===== src/rtl/mac_pkg.sv =====
// Shared definitions for the MAC dot-product sequencer: state encoding,
// default operand widths and the packing of the (a, b) element stream.
package mac_pkg;

   localparam int MAC_A_W   = 8;
   localparam int MAC_B_W   = 8;
   localparam int MAC_ACC_W = 32;

   // b sits in the low bits of s_axis_ab_tdata, a directly above it.
   localparam int AB_B_LSB = 0;

   function automatic int ab_a_lsb(input int b_w);
      return AB_B_LSB + b_w;
   endfunction

   typedef enum logic [2:0] {
      ST_IDLE   = 3'd0,
      ST_FETCH  = 3'd1,
      ST_ISSUE  = 3'd2,
      ST_WAIT   = 3'd3,
      ST_OUTPUT = 3'd4,
      ST_ERROR  = 3'd5
   } seq_state_e;

endpackage


===== src/rtl/mac_watchdog.sv =====
// Load/enable cycle counter; expire is raised in the enabled cycle that
// completes TIMEOUT enabled cycles since the last load.
module mac_watchdog #(
   parameter int TIMEOUT = 64
) (
   input  logic clk,
   input  logic rst_n,
   input  logic load,
   input  logic en,
   output logic expire
);

   localparam int CNT_W = (TIMEOUT > 1) ? $clog2(TIMEOUT) : 1;

   logic [CNT_W-1:0] cnt_q;

   assign expire = en && (cnt_q == CNT_W'(TIMEOUT - 1));

   always_ff @(posedge clk or negedge rst_n) begin
      if (!rst_n) begin
         cnt_q <= '0;
      end else if (load) begin
         cnt_q <= '0;
      end else if (en && !expire) begin
         cnt_q <= cnt_q + 1'b1;
      end
   end

endmodule


===== src/rtl/mac_dot_sequencer.sv =====
// Drives an external a*b+c MAC one operation at a time to form a signed dot
// product of vec_len element pairs. Optional watchdog: MAC_WATCHDOG_EN.
module mac_dot_sequencer
   import mac_pkg::*;
#(
   parameter int A_W   = MAC_A_W,
   parameter int B_W   = MAC_B_W,
   parameter int ACC_W = MAC_ACC_W,
   parameter int LEN_W = 8
`ifdef MAC_WATCHDOG_EN
   ,
   parameter int TIMEOUT = 64
`endif
) (
   input  logic               aclk,
   input  logic               aresetn,
   input  logic               start,
   input  logic [LEN_W-1:0]   vec_len,
   input  logic [ACC_W-1:0]   c_init,
   input  logic               s_axis_ab_tvalid,
   output logic               s_axis_ab_tready,
   input  logic [A_W+B_W-1:0] s_axis_ab_tdata,
   output logic               mac_a_tvalid,
   output logic               mac_b_tvalid,
   output logic               mac_c_tvalid,
   output logic [A_W-1:0]     mac_a_tdata,
   output logic [B_W-1:0]     mac_b_tdata,
   output logic [ACC_W-1:0]   mac_c_tdata,
   input  logic               mac_result_tvalid,
   input  logic [ACC_W-1:0]   mac_result_tdata,
   output logic               m_axis_dot_tvalid,
   input  logic               m_axis_dot_tready,
   output logic [ACC_W-1:0]   m_axis_dot_tdata,
   output logic               busy,
   output logic               error
);

   localparam int A_LSB = ab_a_lsb(B_W);

   seq_state_e        state_q, state_nxt;
   logic [LEN_W-1:0]  len_q;
   logic [LEN_W-1:0]  count_q;
   logic [ACC_W-1:0]  acc_q;
   logic [A_W-1:0]    a_q;
   logic [B_W-1:0]    b_q;
   logic              wd_expire;
   logic              issue;

`ifdef MAC_WATCHDOG_EN
   mac_watchdog #(
      .TIMEOUT (TIMEOUT)
   ) u_watchdog (
      .clk    (aclk),
      .rst_n  (aresetn),
      .load   (state_q == ST_ISSUE),
      .en     (state_q == ST_WAIT),
      .expire (wd_expire)
   );
   assign error = (state_q == ST_ERROR);
`else
   assign wd_expire = 1'b0;
   assign error     = 1'b0;
`endif

   // NOTE: sequential state uses non-blocking assignments so every register
   // samples pre-edge values regardless of block ordering.
   always_ff @(posedge aclk or negedge aresetn) begin
      if (!aresetn) begin
         state_q <= ST_IDLE;
      end else begin
         state_q <= state_nxt;
      end
   end

   // NOTE: every always_comb output gets a default first so no path leaves it
   // unassigned, which would otherwise infer a latch.
   always_comb begin
      state_nxt        = state_q;
      s_axis_ab_tready = 1'b0;
      issue            = 1'b0;
      m_axis_dot_tvalid = 1'b0;
      busy             = 1'b1;
      unique case (state_q)
         ST_IDLE: begin
            busy = 1'b0;
            if (start) begin
               state_nxt = (vec_len == '0) ? ST_OUTPUT : ST_FETCH;
            end
         end
         ST_FETCH: begin
            s_axis_ab_tready = 1'b1;
            if (s_axis_ab_tvalid) begin
               state_nxt = ST_ISSUE;
            end
         end
         ST_ISSUE: begin
            issue     = 1'b1;
            state_nxt = ST_WAIT;
         end
         ST_WAIT: begin
            // A result arriving in the expiry cycle still wins over the watchdog.
            if (mac_result_tvalid) begin
               state_nxt = (count_q + LEN_W'(1) == len_q) ? ST_OUTPUT : ST_FETCH;
            end else if (wd_expire) begin
               state_nxt = ST_ERROR;
            end
         end
         ST_OUTPUT: begin
            m_axis_dot_tvalid = 1'b1;
            if (m_axis_dot_tready) begin
               state_nxt = ST_IDLE;
            end
         end
         ST_ERROR: begin
            state_nxt = ST_ERROR;
         end
         default: begin
            state_nxt = ST_IDLE;
         end
      endcase
   end

   // NOTE: the datapath registers are reset too, because their values appear
   // directly on outputs that must read zero out of reset.
   always_ff @(posedge aclk or negedge aresetn) begin
      if (!aresetn) begin
         len_q   <= '0;
         count_q <= '0;
         acc_q   <= '0;
         a_q     <= '0;
         b_q     <= '0;
      end else begin
         unique case (state_q)
            ST_IDLE: begin
               if (start) begin
                  len_q   <= vec_len;
                  acc_q   <= c_init;
                  count_q <= '0;
               end
            end
            ST_FETCH: begin
               if (s_axis_ab_tvalid) begin
                  a_q <= s_axis_ab_tdata[A_LSB +: A_W];
                  b_q <= s_axis_ab_tdata[AB_B_LSB +: B_W];
               end
            end
            ST_WAIT: begin
               if (mac_result_tvalid) begin
                  acc_q   <= mac_result_tdata;
                  count_q <= count_q + LEN_W'(1);
               end
            end
            default: begin
            end
         endcase
      end
   end

   assign mac_a_tvalid     = issue;
   assign mac_b_tvalid     = issue;
   assign mac_c_tvalid     = issue;
   assign mac_a_tdata      = a_q;
   assign mac_b_tdata      = b_q;
   assign mac_c_tdata      = acc_q;
   assign m_axis_dot_tdata = acc_q;

endmodule


===== config.mk =====
export PLATFORM = sky130hd
export DESIGN_NAME = mac_dot_sequencer
export DESIGN_NICKNAME = d
export VERILOG_FILES = /design/src/rtl/mac_pkg.sv /design/src/rtl/mac_watchdog.sv /design/src/rtl/mac_dot_sequencer.sv
export SDC_FILE = /design/constraint.sdc
export NUM_CORES = 1
export LEC_CHECK = 0
export ABC_AREA = 1
export BUFFER_PORTS_ARGS = -buffer_cell sky130_fd_sc_hd__buf_4
export CORE_ASPECT_RATIO = 1.4
export CORE_MARGIN = 5
export CORE_UTILIZATION = 45
export CTS_BUF_LIST = sky130_fd_sc_hd__clkbuf_16
export DETAILED_ROUTE_END_ITERATION = 7
export PLACE_DENSITY_LB_ADDON = 0.12
export SLEW_MARGIN = 10
export SYNTH_ARGS = -nofsm -noshare
export SYNTH_HDL_FRONTEND = slang
export SYNTH_SLANG_ARGS = --single-unit

===== constraint.sdc =====
create_clock -name aclk -period 2.24 [get_ports aclk]
set_input_delay 0 -clock aclk [delete_from_list [all_inputs] [get_ports aclk]]
set_output_delay 0 -clock aclk [all_outputs]
set_load 0.01 [all_outputs]

==> implementation parameters <==
Parameter                              Value

Drt
  Ratio of routed vias to standard cells ... slightly below 5
  Post-Route WL ... 11.0 mm
  Vias post-DR ... 3575
  Routed length per placed instance ... between 10 and 15 µm
  DRC ... 0
  Initial DRT Pass Iterations ... 4
  First-iteration detailed-routing DRC count ... roughly 150
  Final ANT Viol Nets ... 0

Yosys
  Cell count after synthesis ... about 420
  Dominant register cell in the synthesized netlist ... sky130_fd_sc_hd__dfrtp_1
  Syn nets ... 512
  Register area share after synthesis ... between 40 and 50%
  Cell type with the largest total area after synthesis ... sky130_fd_sc_hd__dfrtp_1
  Mean cell area of the mapped netlist ... 8.42 µm²
  Yosys synthesis warning count ... 0
  Number of flops mapped to enable cells by yosys ... 0
  Cell area after synthesis ... 3510 µm²
  Post-synth ARST share ... 100%
  Dominant cells by area after synthesis ... sky130_fd_sc_hd__dfrtp_1 48%, sky130_fd_sc_hd__nand2_1 8.8%, sky130_fd_sc_hd__nor2_1 8.4%
  Number of storage elements in the synthesis netlist ... 67
  Fraction of post-synthesis cell area in the top cell type by area ... roughly 48%
  Distinct cell type count after synthesis ... 31

Hold path
  Worst Hold Endpoint ... m_axis_dot_tdata[24]
  Origin of the worst min-delay path ... mac_result_tdata[24]
  Hold crit path type ... input pin to flop
  Worst hold path cell count ... 3

Worst setup path
  Worst Setup Start Kind ... flop
  Crit path max fanout ... 16
  WP data arrival ... a little over 2 ns
  Critical path depth ... 6
  Reg-to-reg critical path startpoint ... state_q[0]
  Largest delay share family, worst path ... simple AND/OR/NAND/NOR gates
  Endpoint class of the critical path ... flop
  Cell breakdown of the critical path ... inv_2 -> nor2_1 -> inv_1 -> nor2_1 -> nand2_1 -> mux2_2
  WP buf/inv ... 2
  Maximum cell stage delay along the critical path ... 0.44 ns
  Cell occurring most often along the worst timing path ... sky130_fd_sc_hd__nor2_1
  Library cell contributing the largest single delay on the critical path ... sky130_fd_sc_hd__nand2_1
  Setup CP Type ... flop to flop
  Register-to-Register Path Depth ... 6
  Capturing point of the worst reg2reg path ... mac_a_tdata[4]
  Data required, critical path ... 2.44 ns
  Flop2flop setup slack ... 0.40 ns

Floorplan
  Number of rows in the core area ... 38
  DIE HEIGHT ... approximately 110 µm
  Chip Width ... 84.6 µm
  Core Area ... 7700 µm²
  Die Outline Area ... 9690 µm²
  Num ports ... 181
  Initial cell density of the core ... 45.6%

Pwr
  P per Cell Area ... 1270 nW/µm²
  Standby leakage power ... between 2 and 3 nW
  Peak ir drop on the vdd network ... 0.904 mV

Status
  Result of the run ... finished clean

Clock network
  CTS clock-pin slew for the worst setup and hold paths ... approximately 0.050 ns
  Root Driver ... sky130_fd_sc_hd__clkbuf_16
  CTS H-tree depth ... 3
  TritonCTS sink count ... 67
  Number of gates resized after CTS ... 0
  Num CTS Buffers ... 9
  Maximum root-to-sink buffer count ... 2
  TritonCTS clock tree ... yes
  Clock latency on the worst-skew pair ... roughly 0.32 ns

Timing
  Fin crit share ... 82.1%
  Maximum clock rate ... around 0.54 GHz
  RSZ-0062 raised after global routing ... false
  Number of setup violations in the final report ... 0
  Max Clock Skew ... 0.00414 ns
  Number of hold violations in the final report ... 0
  Slew at the pin closest to its max-slew limit ... about 0.86 ns
  Minimum clock period after layout ... between 1.5 and 2 ns
  Number of max-slew violations in the final report ... 0
  Sum of negative setup slack ... 0 ns
  Relative max-transition margin ... between 40% and 50%

Finish
  Combined area of the multi-input logic cells ... 1370 µm²
  Flip-flop and latch area ... 1680 µm²
  Final antenna diode count ... 0
  Ratio of cells with drive above 1 in the final layout ... 34.7%
  Highest-count cells in the layout ignoring fill and taps ... 183 x sky130_fd_sc_hd__buf_4, 82 x sky130_fd_sc_hd__nand2_1, 79 x sky130_fd_sc_hd__nor2_1
  Area added between synthesis and finish ... 61.9%
  Most common cell after layout, fill and taps aside ... sky130_fd_sc_hd__buf_4
  Layout fillers ... ~550
  Finished layout cell area ... 5680 µm²
  Final nets ... 728

Placed design
  Number of port buffers ... 179
  Gpl congestion ... 0.799
  Detailed Place HPWL ... 7.27 mm
  Placed standard-cell area ... 4670 µm²

GRT
  Total overflow reported by the global router ... 0
  First-pass GRT wire length ... 17.5 mm
  Pin count of the biggest net entering global routing ... 68
  Antenna violations before repair ... 0
  Via count of the first global-routing pass ... 3639
  Global-route usage over all layers ... 22.5%

Run
  Max Cap Violations ... 0
cell type report:
type / instances / share of cell area [%]
Timing Repair Buffer: 256 / 37.0
Sequential cell: 67 / 29.5
Multi-Input combinational cell: 267 / 24.2
Clock buffer: 9 / 3.96
Tap cell: 100 / 2.20
Inverter: 32 / 2.11
Clock inverter: 6 / 1.01
cells by family (layout without fill, tap and decap cells):
logic type / Yosys count / after routing / share of synthesized area (%)
AOI/OAI and AO/OA: 54 / 54 / 10.4
xor gates and xnor gates: 2 / 2 / 0.499
adders and majority gates: 1 / 1 / 0.356
buffers and inverters: 83 / 303 / 13.5
DFF: 67 / 67 / 47.8
muxes: 16 / 16 / 5.13
other: 1 / 1 / 0.107
and+or+nand+nor: 193 / 193 / 22.2
through the flow:
| stage | power (mW) | util, % | std cells | setup WS, ns | hold WS, ns |
|---|---|---|---|---|---|
| 6_report | 7.24 | 73.8 | 737 | 0.401 | 0.00335 |
| 5_1_grt | 7.76 | 73.8 | 737 | 0.198 | 0.00472 |
| 4_1_cts | 7.26 | 73.8 | 737 | 0.390 | 0.000107 |
| 3_5_place_dp | 5.79 | 60.6 | 649 | 0.398 | 0.172 |
| 3_3_place_gp | 5.69 | 60.6 | 649 | 0.459 | 0.169 |
| 2_1_floorplan | 4.50 | - | 417 | 0.609 | -0.296 |
power by group:
part           switching, mW  leakage (nW)  internal [mW]
clock                  0.493         0.141          0.846
combinational           1.91          1.88           1.77
sequential             0.446         0.829           1.78
total                   2.84          2.85           4.40
routing by layer:
| layer | wire length (µm) | GRT usage (%) |
|---|---|---|
| met5 | 0 | 0 |
| met2 | 5830 | 40.0 |
| met4 | 264 | 9.29 |
| met3 | 798 | 5.62 |
| met1 | 4130 | 25.7 |
synthesized netlist by cell type, drive strengths merged (3+ instances only):
master and number:
buf 45, clkbuf 6, dfrtp 67, inv 32, mux2 16, nand2 82
nand3 19, nand4 3, nor2 79, nor3 5, o21ai 14, o22ai 5
o31ai 33
how the worst max path moves through the flow:
stage                           from              to  slack, ns
after floorplan           state_q[0]  mac_a_tdata[0]       0.61
after global placement    state_q[0]  mac_a_tdata[0]       0.46
after detailed placement  state_q[0]  mac_a_tdata[4]       0.40
after CTS                 state_q[0]  mac_b_tdata[6]       0.39
after global routing      count_q[0]      state_q[0]       0.20
final                     state_q[0]  mac_a_tdata[4]       0.40
worst register-to-register path, stage by stage, from the launching register on:
cell,delay [ns]
sky130_fd_sc_hd__dfrtp_1,0.43
sky130_fd_sc_hd__inv_2,0.08
sky130_fd_sc_hd__nor2_1,0.09
sky130_fd_sc_hd__inv_1,0.07
sky130_fd_sc_hd__nor2_1,0.18
sky130_fd_sc_hd__nand2_1,0.44
sky130_fd_sc_hd__mux2_2,0.44
sequential cells by signal, summed over array words and instances (netlist names):
register / flops
len_q: 8
m_axis_dot_tdata: 32
mac_b_tdata: 8
mac_a_tdata: 8
count_q: 8
state_q: 3
repair_timing:
item / CTS / global route
endpoints found under the hold margin: 119 / 0
hold buffers: 73 / 0
setup buffers: 0 / 0
setup endpoints to repair: 0 / 0
Note: power is estimated with default switching activity, not from simulation.
